## src/rtl/countdown_pkg.sv

```systemverilog
// ---------------------------------------------------------------------------
// countdown_pkg : shared types and helpers for the countdown timer controller
// Revision: 1.0
// ---------------------------------------------------------------------------
`default_nettype none

package countdown_pkg;

  typedef enum logic [1:0] {
    ST_IDLE    = 2'd0,
    ST_RUN     = 2'd1,
    ST_PAUSE   = 2'd2,
    ST_EXPIRED = 2'd3
  } t_tmr_state;

  typedef logic [7:0] t_bcd2;

  localparam t_bcd2 BCD_ZERO = 8'h00;

  function automatic logic bcd2_valid(input t_bcd2 value, input logic [3:0] tens_max);
    return (value[7:4] <= tens_max) && (value[3:0] <= 4'd9);
  endfunction

endpackage

`default_nettype wire

```

## src/rtl/bcd_mmss_dec.sv

```systemverilog
// ---------------------------------------------------------------------------
// bcd_mmss_dec : combinational MM:SS BCD decrement with borrow and zero flags
// Revision: 1.0
// ---------------------------------------------------------------------------
`default_nettype none

module bcd_mmss_dec
  import countdown_pkg::*;
(
  input  t_bcd2 i_min,
  input  t_bcd2 i_sec,
  output t_bcd2 o_min,
  output t_bcd2 o_sec,
  output logic  o_borrow,
  output logic  o_zero
);

  always_comb begin
    o_min    = i_min;
    o_sec    = i_sec;
    o_borrow = 1'b0;
    if (i_sec[3:0] != 4'd0) begin
      o_sec[3:0] = i_sec[3:0] - 4'd1;
    end else if (i_sec[7:4] != 4'd0) begin
      o_sec = {i_sec[7:4] - 4'd1, 4'd9};
    end else begin
      // seconds wrap 00 -> 59 and borrow a minute
      o_sec    = 8'h59;
      o_borrow = 1'b1;
      if (i_min[3:0] != 4'd0)
        o_min[3:0] = i_min[3:0] - 4'd1;
      else if (i_min[7:4] != 4'd0)
        o_min = {i_min[7:4] - 4'd1, 4'd9};
      else
        o_min = 8'h99;
    end
    o_zero = (o_min == BCD_ZERO) && (o_sec == BCD_ZERO);
  end

endmodule

`default_nettype wire

```

## src/rtl/countdown_ctrl.sv

```systemverilog
// ---------------------------------------------------------------------------
// countdown_ctrl : countdown-timer FSM driving the tick divider and alarm
// Revision: 1.0
// ---------------------------------------------------------------------------
`default_nettype none

module countdown_ctrl
  import countdown_pkg::*;
#(
  parameter int p_alarm_ticks = 10,
  parameter int p_max_min     = 99
) (
  input  logic       i_clk,
  input  logic       i_rst,
  input  logic       i_tick,
  input  logic       i_start,
  input  logic       i_pause,
  input  logic       i_clear,
  input  logic       i_load,
  input  logic [7:0] i_set_min,
  input  logic [7:0] i_set_sec,
  output logic       o_div_stop,
  output logic       o_div_rst,
  output logic [7:0] o_min,
  output logic [7:0] o_sec,
  output logic [1:0] o_state,
  output logic       o_alarm,
  output logic       o_err
);

  localparam int                  c_acnt_w     = $clog2(p_alarm_ticks + 1);
  localparam logic [c_acnt_w-1:0] c_alarm_max  = c_acnt_w'(p_alarm_ticks);
  localparam logic [c_acnt_w-1:0] c_alarm_last = c_acnt_w'(p_alarm_ticks - 1);
  localparam logic [7:0]          c_max_min    = 8'(p_max_min);

  t_tmr_state          r_state;
  t_bcd2               r_min, r_sec;
  logic                r_div_stop, r_div_rst, r_alarm, r_err;
  logic [c_acnt_w-1:0] r_alarm_cnt;

  t_bcd2      w_dec_min, w_dec_sec;
  logic       w_dec_borrow, w_dec_zero;
  logic [7:0] w_set_min_bin;
  logic       w_load_ok, w_count_zero;

  bcd_mmss_dec u_dec (
    .i_min    (r_min),
    .i_sec    (r_sec),
    .o_min    (w_dec_min),
    .o_sec    (w_dec_sec),
    .o_borrow (w_dec_borrow),
    .o_zero   (w_dec_zero)
  );

  assign w_set_min_bin = ({4'd0, i_set_min[7:4]} * 8'd10) + {4'd0, i_set_min[3:0]};
  assign w_load_ok     = bcd2_valid(i_set_sec, 4'd5) && bcd2_valid(i_set_min, 4'd9) &&
                         (w_set_min_bin <= c_max_min);
  assign w_count_zero  = (r_min == BCD_ZERO) && (r_sec == BCD_ZERO);

  always_ff @(posedge i_clk or posedge i_rst) begin
    if (i_rst) begin
      r_state     <= ST_IDLE;
      r_min       <= BCD_ZERO;
      r_sec       <= BCD_ZERO;
      r_div_stop  <= 1'b1;
      r_div_rst   <= 1'b1;
      r_alarm     <= 1'b0;
      r_err       <= 1'b0;
      r_alarm_cnt <= '0;
    end else begin
      r_div_rst <= 1'b0;
      r_err     <= 1'b0;
      if (i_clear) begin
        r_state     <= ST_IDLE;
        r_min       <= BCD_ZERO;
        r_sec       <= BCD_ZERO;
        r_div_stop  <= 1'b1;
        r_alarm     <= 1'b0;
        r_alarm_cnt <= '0;
      end else begin
        case (r_state)
          ST_IDLE: begin
            if (i_load) begin
              if (w_load_ok) begin
                r_min <= i_set_min;
                r_sec <= i_set_sec;
              end else begin
                r_err <= 1'b1;
              end
            end else if (i_start && !w_count_zero) begin
              // one-cycle divider reset aligns the tick phase to the start
              r_state    <= ST_RUN;
              r_div_stop <= 1'b0;
              r_div_rst  <= 1'b1;
            end
          end
          ST_RUN: begin
            if (i_tick) begin
              r_sec <= w_dec_sec;
              if (w_dec_borrow) r_min <= w_dec_min;
            end
            if (i_tick && w_dec_zero) begin
              r_state     <= ST_EXPIRED;
              r_alarm     <= 1'b1;
              r_alarm_cnt <= '0;
            end else if (i_pause && !i_load && !i_start) begin
              r_state    <= ST_PAUSE;
              r_div_stop <= 1'b1;
            end
          end
          ST_PAUSE: begin
            if (i_load) begin
              if (w_load_ok) begin
                r_min   <= i_set_min;
                r_sec   <= i_set_sec;
                r_state <= ST_IDLE;
              end else begin
                r_err <= 1'b1;
              end
            end else if (i_start) begin
              r_state    <= ST_RUN;
              r_div_stop <= 1'b0;
            end
          end
          default: begin
            if (i_load) begin
              if (w_load_ok) begin
                r_min       <= i_set_min;
                r_sec       <= i_set_sec;
                r_state     <= ST_IDLE;
                r_div_stop  <= 1'b1;
                r_alarm     <= 1'b0;
                r_alarm_cnt <= '0;
              end else begin
                r_err <= 1'b1;
              end
            end else if (i_tick) begin
              if (r_alarm_cnt == c_alarm_last) begin
                r_state     <= ST_IDLE;
                r_div_stop  <= 1'b1;
                r_alarm     <= 1'b0;
                r_alarm_cnt <= '0;
              end else if (r_alarm_cnt != c_alarm_max) begin
                r_alarm_cnt <= r_alarm_cnt + 1'b1;
              end
            end
          end
        endcase
      end
    end
  end

  assign o_state    = r_state;
  assign o_min      = r_min;
  assign o_sec      = r_sec;
  assign o_div_stop = r_div_stop;
  assign o_div_rst  = r_div_rst;
  assign o_alarm    = r_alarm;
  assign o_err      = r_err;

endmodule

`default_nettype wire

```

## config.mk

```make
export PLATFORM = sky130hd
export DESIGN_NAME = countdown_ctrl
export DESIGN_NICKNAME = d
export VERILOG_FILES = /design/src/rtl/countdown_pkg.sv /design/src/rtl/bcd_mmss_dec.sv /design/src/rtl/countdown_ctrl.sv
export SDC_FILE = /design/constraint.sdc
export NUM_CORES = 1
export LEC_CHECK = 0
export ABC_AREA = 1
export ABC_CLOCK_PERIOD_IN_PS = 2000
export BUFFER_PORTS_ARGS = -buffer_cell sky130_fd_sc_hd__buf_2
export CORE_UTILIZATION = 25
export DETAILED_ROUTE_END_ITERATION = 6
export SLEW_MARGIN = 25
export SYNTH_ARGS = -nofsm -noshare
export SYNTH_HDL_FRONTEND = slang
export SYNTH_SLANG_ARGS = --single-unit
```

## constraint.sdc

```tcl
create_clock -name i_clk -period 2 [get_ports i_clk]
set_input_delay 0.2 -clock i_clk [delete_from_list [all_inputs] [get_ports i_clk]]
set_output_delay 0.2 -clock i_clk [all_outputs]
set_load 0.01 [all_outputs]
```

==> results of run 1 <==
==> power groups by stage <==
stage	clock network (mW)	logic (mW)	registers, mW
after floorplan	0	1.72	1.06
after global placement	0	2.53	0.967
after detailed placement	0	2.56	0.976
after CTS	0.377	2.66	0.966
after global routing	0.394	3.09	1.00
final	0.371	2.79	0.968
==> sequential cells by signal, summed over array words and instances, names as in the netlist <==
signal and cells:
o_min 8, o_sec 8, r_alarm_cnt 4, o_state 2
o_alarm 1, o_div_rst 1, o_div_stop 1, o_err 1
==> critical path, cell delays in order <==
cell     delay [ns]
buf_8          0.10
ha_4           0.27
ha_4           0.13
inv_2          0.03
fa_2           0.55
buf_6          0.11
nand3_1        0.08
nand2_2        0.08
nor2_1         0.05
nand2_1        0.06
and2_4         0.14
nand3_4        0.11
nand2_8        0.13
nand3_4        0.14
nand2_1        0.12
o21ai_1        0.06
==> final cells by class <==
| class | instances | area (um2) | share of cell area |
|---|---|---|---|
| Multi-Input combinational cell | 281 | 1710 | 0.529 |
| Timing Repair Buffer | 68 | 427 | 0.132 |
| Tap cell | 129 | 161 | 0.0500 |
| Clock buffer | 4 | 55.1 | 0.0171 |
| Inverter | 56 | 223 | 0.0690 |
| Sequential cell | 26 | 653 | 0.202 |
==> layout by cell type (no fill, tap or decap), drive strengths merged <==
cell type    Yosys  layout
a21oi           14      14
a22oi            3       3
a31oi            2       2
a32oi            2       2
and2             1       1
buf              3      67
clkbuf           1       4
clkinv           1       1
dfrtp           24      24
dfstp            2       2
dlygate4sd3      0       1
fa               2       2
ha               8       8
inv             55      55
nand2          114     115
nand3           35      36
nand3b           3       3
nand4           12      12
nor2            39      39
nor3             6       6
nor4             1       1
o2111a           1       1
o2111ai          1       1
o21ai           32      32
o21bai           1       1
o221ai           1       1
xor2             1       1
==> metal layers <==
| layer | up-vias | global-route usage | share of wire |
|---|---|---|---|
| li1 | 1343 | - | - |
| met1 | 1213 | 0.183 | 0.47 |
| met2 | 60 | 0.241 | 0.48 |
| met3 | 4 | 0.0179 | 0.045 |
| met4 | 0 | 0.0312 | 0.0083 |
| met5 | - | 0 | 0 |
==> worst paths after layout <==
path | cells after the start | start | slack [ns] | to
min in group asynchronous | 4 | i_rst | 0.52 | r_alarm_cnt[0]
setup / recovery | 16 | i_set_min[7] | -0.18 | o_min[6]
hold / removal | 3 | i_start | 0.16 | o_div_rst
hold reg to reg | 2 | o_div_stop | 0.46 | o_div_stop
max in group asynchronous | 4 | i_rst | 1.18 | o_div_rst
setup reg to reg | 12 | o_min[1] | 0.09 | o_alarm
==> stage by stage <==
stage	power [mW]	cells	TNS, ns
final	4.13	564	-3.31
after global routing	4.48	564	-6.74
after CTS	4.00	564	-3.82
after detailed placement	3.54	556	-12.47
after global placement	3.50	556	-10.71
after floorplan	2.78	365	-4.49
==> repair_timing <==
action | 4_1_cts | 5_1_grt
hold buffers | 1 | 0
hold endpoints to repair | 24 | 0
gates cloned | 2 | 0
pin swaps | 12 | 9
buffers inserted | 1 | 0
resized for setup | 16 | 33
endpoints found under the setup margin | 25 | 25
==> cell families after synthesis <==
| family | count (synthesis) |
|---|---|
| AOI/OAI and AO/OA | 57 |
| xor gates and xnor gates | 1 |
| buffers and inverters | 60 |
| and+or+nand+nor | 211 |
| adders and majority gates | 10 |
| DFF | 26 |
==> impl_results.md, run 1 <==
* Status: finished, violations left
* Failing checks: setup timing
* Seq/Total Area, Yosys at 0.265
* DRC viols at 0
* Cell taking the most area after synthesis: dfrtp_1
* Pins Over Slew Limit at 0
* Min Tclk post-route at 2.18 ns
* Main synth FF type: dfrtp_1
* Placed cell area at 0.00300 mm2
* Maximum VDD drop at 0.442 mV
* Clock-pin slew on the worst setup and hold paths at 0.10 ns
* Post-synth EDFFs at 0
* Vias per cell at 4.65
* Net Sw Frac at 0.533
* Fin Hold WS at 0.155 ns
* H-tree levels at 1
* Post-synth top cells: nand2_1, inv_1, nand3_1, nor2_1, o21ai_0
* Fillers at 1043
* Clk sinks at 26
* Vias at 2620
* Max_cap viols at 0
* Final instance area at 0.00323 mm2
* Area of the mapped netlist at 0.00246 mm2
* Number of antenna violations at the first check in global routing at 0
* Synth Net Count at 398
* Final setup fails at 25
* Final hold violation count at 0
* RSZ-0062 raised after global routing: yes
* Worst Path Class, Setup: in -> reg
* Synth unique cells at 38
* Yosys warning count at 0
* Logic gate share of total power at 0.675
* XOR/XNOR share of the synthesized area at 0.00356
* Rel. slew slack at 0.551
* Area share of the largest cell type after synthesis at 0.244
* Largest net degree at the start of global routing at 27
* Total gr overflow at 0
* Switching power at 2.20 mW
* Total internal power at 1.93 mW
* CTS Buf Count at 3
* CTS Root Cell: clkbuf_8
* Skew-Pair Late Insertion Delay at 0.28 ns
* First-pass GRT wire length at 11300 um
* First-pass DRT Iterations at 4
* FF+latch count, synth at 26
* Post-synthesis adder-cell area fraction at 0.0569
* Sequential share of power at 0.235
* Most common cell in the synthesized netlist: nand2_1
* Cells after Synth at 365
* Clock network power share at 0.090
* CORE AREA at 0.00937 mm2
* Setup ws final at -0.182 ns
* Pleak at 1.64 nW
* Hold WC Path Type: in -> reg
* Inserted Diodes at 0
* Post-route ant nets at 0
* Placer's final routability congestion estimate at 0.875
* Worst EP required at 2.18 ns
* Critical path arrival at 2.36 ns
* Pre-CTS WS at -0.551 ns
* DP HPWL at 5480 um
* Final nets at 469
* PD cells at 1280 mW/mm2
* Synth Area in Simple Gates at 0.436
* Worst-margin pin slew at 0.666 ns
* Cell Rows at 35
* Avg Cell Area, Syn at 6.75 um2
* Synth-to-layout area growth at 30.9%
* Number of I/O pins at 45
* Die W at 101 um
* Main area contributors after synthesis: dfrtp_1, nand2_1, inv_1
* Maximum fanout along the worst path at 8
* Fraction of layout cells with a size suffix above 1 at 0.303
* CTS tree: done
* Fmax at 458 MHz
* Drt total wl at 7000 um
* All-layer global routing usage at 0.139
* Die outline height at 101 um
* 1st-iter DRT viols at 116
* Routed len/inst at 12.4 um
* Vias in the first global route at 2428
* Tcrit/Tclk final at 1.09
* Clock skew at 0.00415 ns
* Compound-gate portion of the synthesized area at 0.136
* Setup crit end kind: flop
* Starting Density at 0.263
* Port bufs at 44
* Post-layout util at 0.344
* Mux cell area share after synthesis at 0
* Largest family of logic cells by synthesized area: simple AND/OR/NAND/NOR gates
* Worst setup SP type: primary input
* Longest Clk Path Bufs at 2
* Asr flop ratio synth at 1.00
* Die area at 0.0103 mm2
Power figures use the tool's default switching activity.
==> inputs of run 2 (changes only) <==
CORE_UTILIZATION = 55   (was 25)
PLACE_DENSITY = 0.79   (was not set)
==> impl_results.md, run 2 (same netlist as run 1, synthesis figures left out) <==
* PD cells at 1320 mW/mm2 (was 1280 mW/mm2)
* Routed len/inst at 13.2 um (was 12.4 um)
* Clock network power share at 0.084 (was 0.090)
* CORE AREA at 0.00414 mm2 (was 0.00937 mm2)
* All-layer global routing usage at 0.286 (was 0.139)
* Failing checks: hold timing, setup timing (was setup timing)
* Vias at 2671 (was 2620)
* Fmax at 461 MHz (was 458 MHz)
* Worst EP required at 2.16 ns (was 2.18 ns)
* RR Startpoint: o_sec[2] (was o_min[1])
* Post-route ant nets at 0 (unchanged)
* Fraction of layout cells with a size suffix above 1 at 0.276 (was 0.303)
* Die W at 68.9 um (was 101 um)
* Maximum fanout along the worst path at 8 (unchanged)
* CTS hold repair buffers at 0 (was 1)
* Switching power at 2.15 mW (was 2.20 mW)
* Critical path arrival at 2.33 ns (was 2.36 ns)
* Drt total wl at 6380 um (was 7000 um)
* Die area at 0.00475 mm2 (was 0.0103 mm2)
* H-tree levels at 1 (unchanged)
* Skew-Pair Late Insertion Delay at 0.27 ns (was 0.28 ns)
* Vias per cell at 5.52 (was 4.65)
* Final instance count without filler cells at 484 (was 564)
* Die outline height at 68.9 um (was 101 um)
* Number of I/O pins at 45 (unchanged)
* Port bufs at 44 (unchanged)
* 1st-iter DRT viols at 246 (was 116)
* RSZ-0062 raised after global routing: yes (unchanged)
* Clock skew at 0.00237 ns (was 0.00415 ns)
* Multi-input logic area at 0.00166 mm2 (was 0.00171 mm2)
* Worst R2R End: r_alarm_cnt[0] (was o_alarm)
* Inserted Diodes at 0 (unchanged)
* Cell Rows at 23 (was 35)
* Max_cap viols at 0 (unchanged)
* CTS tree: done (unchanged)
* Sequential share of power at 0.243 (was 0.235)
* Worst setup SP type: primary input (unchanged)
* Worst Path Class, Setup: in -> reg (unchanged)
* Fillers at 362 (was 1043)
* R2r setup slk at -0.01 ns (was 0.09 ns)
* Most common cell after layout, fill and taps aside: nand2_1 (unchanged)
* Placer's final routability congestion estimate at 0.912 (was 0.875)
* Clock-pin slew on the worst setup and hold paths at 0.09 ns (was 0.10 ns)
* Most frequent cells in the layout: nand2_1, inv_1, buf_2 (unchanged)
* Pins Over Slew Limit at 0 (unchanged)
* Pre-CTS WS at -0.501 ns (was -0.551 ns)
* Setup crit end kind: flop (unchanged)
* Total placed cells including tap cells at 477 (was 556)
* Number of cells on the worst reg-to-reg path at 12 (unchanged)
* Final setup fails at 25 (unchanged)
* Pleak at 1.62 nW (was 1.64 nW)
* Vias in the first global route at 2279 (was 2428)
* Total gr overflow at 0 (unchanged)
* Fin Hold WS at -0.0204 ns (was 0.155 ns)
* Largest net degree at the start of global routing at 17 (was 27)
* Worst-margin pin slew at 0.773 ns (was 0.666 ns)
* Logic gate share of total power at 0.674 (was 0.675)
* Setup ws final at -0.171 ns (was -0.182 ns)
* Tcrit/Tclk final at 1.09 (about the same)
* Final hold violation count at 13 (was 0)
* Hold WC Path Type: in -> async (was in -> reg)
* Final nets at 468 (was 469)
* Starting Density at 0.595 (was 0.263)
* FF+latch area at 653 um2 (unchanged)
* First-pass DRT Iterations at 6 (was 4)
* Rel. slew slack at 0.479 (was 0.551)
* Status: finished, violations left (unchanged)
* Min Tclk post-route at 2.17 ns (was 2.18 ns)
* CTS Buf Count at 3 (unchanged)
* Synth-to-layout area growth at 24.5% (was 30.9%)
* DP HPWL at 4860 um (was 5480 um)
* Longest Clk Path Bufs at 2 (unchanged)
* Total internal power at 1.89 mW (was 1.93 mW)
* Clk sinks at 26 (unchanged)
* First-pass GRT wire length at 10100 um (was 11300 um)
* Maximum VDD drop at 0.575 mV (was 0.442 mV)
* Post-layout util at 0.740 (was 0.344)
* DRC viols at 0 (unchanged)
* CTS Root Cell: clkbuf_8 (unchanged)
* Number of antenna violations at the first check in global routing at 0 (unchanged)
* Net Sw Frac at 0.532 (was 0.533)
## run 2: cell types whose count changed in the layout (fill, tap and decap cells not counted), moves of 2 or more
cell,change
o21ai_2,-3
nand2_1,+6
o21ai_0,+3
nand2_2,-4
nand2_4,-2
## run 2: routing by layer
layer | GRT usage | part of all wire | up-vias | wire length (um)
li1 | - | - | 1343 | -
met1 | 0.393 | 0.46 | 1215 | 2940
met2 | 0.478 | 0.47 | 101 | 3030
met3 | 0.0378 | 0.050 | 12 | 322
met4 | 0.0536 | 0.014 | 0 | 91
met5 | 0 | 0 | - | 0
## run 2: critical path, cell delays in order
cell and delay (ns):
buf_8 0.10, ha_4 0.26, ha_4 0.12, inv_2 0.03, fa_1 0.48, nor2_2 0.12, nand3b_1 0.10, nand3_1 0.08
nand2_1 0.06, nand2_1 0.05, and2_4 0.14, nand3_4 0.11, nand2_8 0.14, nand3_4 0.14, nand2_1 0.12, o21ai_1 0.07
## run 2: how the worst max path moves through the flow
stage,start,end,slack (ns),cells past startpoint
after floorplan,i_set_min[5],o_min[2],-0.25,17
after global placement,i_set_min[7],o_sec[5],-0.46,18
after detailed placement,i_set_min[5],o_sec[5],-0.50,18
after CTS,i_set_min[5],o_min[4],-0.15,16
after global routing,i_set_min[5],o_min[7],-0.31,16
final,i_set_min[7],o_min[5],-0.17,16
## run 2: cell type report
cell class,count,share of cell area
well taps,50,0.0204
repair buffers,67,0.135
multi-input cells,281,0.542
clock buffers,4,0.0179
flip-flops and latches,26,0.213
inverters,56,0.0718
## run 2: stage by stage
stage                     setup TNS (ns)  hold slack, ns  power [mW]  cell area [um2]
final                              -2.69         -0.0204        4.04             3070
after global routing               -6.48          0.0427        4.41             3070
after CTS                          -2.47         0.00109        3.98             3050
after detailed placement          -11.01           0.293        3.51             2900
after global placement            -10.30           0.290        3.47             2900
after floorplan                    -4.49           0.239        2.78             2490
## run 2: timing repair
| item | in CTS | in global routing |
|---|---|---|
| endpoints found under the hold margin | 0 | 0 |
| gates cloned | 2 | 0 |
| setup buffers | 1 | 0 |
| setup endpoints to repair | 25 | 25 |
| pin swaps | 9 | 7 |
| resized for setup | 22 | 8 |
## run 2: power groups by stage
stage / logic, mW / clock network (mW) / registers (mW)
2_1_floorplan: 1.72 / 0 / 1.06
3_3_place_gp: 2.50 / 0 / 0.977
3_5_place_dp: 2.54 / 0 / 0.978
4_1_cts: 2.67 / 0.341 / 0.969
5_1_grt: 3.04 / 0.362 / 1.01
6_report: 2.72 / 0.338 / 0.981
==> inputs of run 3 (changes only) <==
ABC_CLOCK_PERIOD_IN_PS = 2300   (was 2000)
CORE_ASPECT_RATIO = 1.5   (was not set)
CTS_BUF_LIST = sky130_fd_sc_hd__clkbuf_4   (was not set)
clock period = 2.3 ns   (was 2 ns; I/O delays follow)
==> impl_results.md, run 3 (same netlist as run 1, synthesis figures left out) <==
* Status: completed (was finished, violations left)
* Post-route ant nets at 0 (unchanged)
* All-layer global routing usage at 0.267 (was 0.286)
* Die W at 56.6 um (was 68.9 um)
* Maximum fanout along the worst path at 8 (unchanged)
* First-pass GRT wire length at 10300 um (was 10100 um)
* Skew-Pair Late Insertion Delay at 0.32 ns (was 0.27 ns)
* Post-layout util at 0.676 (was 0.740)
* Number of cells on the worst reg-to-reg path at 6 (was 12)
* PD cells at 1110 mW/mm2 (was 1320 mW/mm2)
* Tcrit/Tclk final at 0.970
* Hold WC Path Type: in -> reg (was in -> async)
* Routed len/inst at 13.4 um (was 13.2 um)
* Largest net degree at the start of global routing at 27 (was 17)
* Switching power at 1.77 mW (was 2.15 mW)
* Worst EP required at 2.52 ns (was 2.16 ns)
* Max_cap viols at 0 (unchanged)
* Pleak at 1.52 nW (was 1.62 nW)
* Drt total wl at 6260 um (was 6380 um)
* GR Util met2 at 0.496 (was 0.478)
* CTS Buf Count at 3 (unchanged)
* Longest Clk Path Bufs at 2 (unchanged)
* Die area at 0.00476 mm2 (was 0.00475 mm2)
* Min Tclk post-route at 2.23 ns
* Clk sinks at 26 (unchanged)
* Most common cell after layout, fill and taps aside: nand2_1 (unchanged)
* Worst hold path depth at 3
* CTS tree: done (unchanged)
* Clock-pin slew on the worst setup and hold paths at 0.15 ns (was 0.09 ns)
* RSZ-0062 raised after global routing: yes (unchanged)
* Slowest CP cell: fa_2 (was fa_1)
* H-tree levels at 1 (unchanged)
* Total placed cells including tap cells at 461 (was 477)
* Die outline height at 84.0 um (was 68.9 um)
* First-pass DRT Iterations at 4 (was 6)
* Clock network power share at 0.062 (was 0.084)
* Total gr overflow at 0 (unchanged)
* Final setup fails at 0 (was 25)
* CTS Root Cell: clkbuf_4 (was clkbuf_8)
* Critical path, cell by cell: buf_2 > ha_4 > ha_4 > inv_2 > fa_2 > nor2_2 > nand3b_1 > nand2_1 > nand2_1 > nand2_1 > nand2_1 > and2_4 > nand3_4 > nand2_4 > nand3_2 > nand2_1 > o21ai_0 (was buf_8 > ha_4 > ha_4 > inv_2 > fa_1 > nor2_2 > nand3b_1 > nand3_1 > nand2_1 > nand2_1 > and2_4 > nand3_4 > nand2_8 > nand3_4 > nand2_1 > o21ai_1)
* Vias per cell at 5.52 (about the same)
* 1st-iter DRT viols at 128 (was 246)
* Final instance count without filler cells at 467 (was 484)
* Placer's final routability congestion estimate at 0.922 (was 0.912)
* Final hold violation count at 0 (was 13)
* Synth-to-layout area growth at 16.5% (was 24.5%)
* Number of antenna violations at the first check in global routing at 0 (unchanged)
* Total internal power at 1.42 mW (was 1.89 mW)
* Worst setup SP type: primary input (unchanged)
* Vias in the first global route at 2483 (was 2279)
* Worst-margin pin slew at 0.758 ns (was 0.773 ns)
* Worst Path Class, Setup: in -> reg (unchanged)
* Clock skew at 0.0179 ns (was 0.00237 ns)
* DP HPWL at 5010 um (was 4860 um)
* Critical path arrival at 2.45 ns (was 2.33 ns)
* Fraction of layout cells with a size suffix above 1 at 0.233 (was 0.276)
* Port bufs at 44 (unchanged)
* Setup crit end kind: flop (unchanged)
* GR peak layer: met2 (unchanged)
* Sequential share of power at 0.278 (was 0.243)
* Number of I/O pins at 45 (unchanged)
* DRC viols at 0 (unchanged)
* Pins Over Slew Limit at 0 (unchanged)
* CORE AREA at 0.00425 mm2 (was 0.00414 mm2)
* Inserted Diodes at 0 (unchanged)
* Net Sw Frac at 0.555 (was 0.532)
* Rel. slew slack at 0.489 (was 0.479)
* GR met1 Demand/Resource at 0.300 (was 0.393)
* Routing usage on met3 at 0.0233 (was 0.0378)
* Maximum VDD drop at 1.17 mV (was 0.575 mV)
* Postcts setup bufs at 0 (was 1)
* Logic gate share of total power at 0.659 (was 0.674)
* Final nets at 455 (was 468)
* Crit path top cell by count: nand2_1 (unchanged)
* Critical path's largest stage delay at 0.55 ns (was 0.48 ns)
* Vias at 2577 (was 2671)
* Fmax at 448 MHz
* Starting Density at 0.580 (was 0.595)
* Cell Rows at 29 (was 23)
* Most frequent cells in the layout: nand2_1, inv_1, buf_2 (unchanged)
## run 3: cell types whose count changed in the layout (fill, tap and decap cells not counted), sizes merged
cell	delta
nand2	-1
clkinv	+1
dlygate4sd3	+1
buf	-13
clkbuf	-1
## run 3: path summary, 6_finish.rpt
path / to / slack [ns] / startpoint
worst min-delay path: o_div_rst / 0.17 / i_start
max in group asynchronous: o_div_rst / 1.49 / i_rst
worst max register to register: o_min[7] / 0.25 / o_sec[4]
worst max-delay path: o_min[7] / 0.07 / i_set_min[7]
worst min register to register: o_div_stop / 0.47 / o_div_stop
min in group asynchronous: o_min[2] / 0.49 / i_rst
## run 3: layout make-up
class,count,area [um2]
multi-input combinational,280,1610
fill,405,1380
sequential,26,653
timing repair buffer,55,305
inverter,56,215
tap,46,57.6
clock buffer,3,22.5
clock inverter,1,3.75
## run 3: power by group through the flow
stage                     Sequential [mW]  Combinational [mW]  Clock (mW)
after floorplan                     0.920                1.50           0
after global placement              0.887                1.99           0
after detailed placement            0.893                2.05           0
after CTS                           0.883                2.06       0.207
after global routing                0.917                2.35       0.217
final                               0.888                2.10       0.199
## run 3: routing by layer
metal | vias up | wire (um)
li1 | 1316 | -
met1 | 1173 | 2540
met2 | 70 | 3310
met3 | 18 | 238
met4 | 0 | 168
met5 | - | 0
## run 3: metrics by stage
step / instance area [um2] / power (mW) / hold slack (ns) / worst slack (ns) / TNS [ns]
finish: 2870 / 3.19 / 0.168 / 0.0698 / 0
global route: 2870 / 3.49 / 0.174 / -0.0486 / -0.281
CTS: 2840 / 3.15 / 0.144 / 0.0950 / 0
detailed placement: 2800 / 2.94 / 0.304 / -0.256 / -5.10
global placement: 2800 / 2.88 / 0.291 / -0.184 / -3.64
floorplan: 2490 / 2.42 / 0.269 / 0.0110 / 0
## run 3: repair_timing
| action | CTS | global route |
|---|---|---|
| endpoints found under the hold margin | 24 | 0 |
| resized for setup | 0 | 8 |
| hold buffers | 1 | 0 |
| endpoints found under the setup margin | 0 | 21 |
## run 3: critical path, delay by kind of cell
family	cells	cell delay, ns
AO/OA/AOI/OAI	1	0.08
adder cells (fa/ha/maj)	3	0.95
buffers and inverters	2	0.16
AND/OR/NAND/NOR	11	1.02
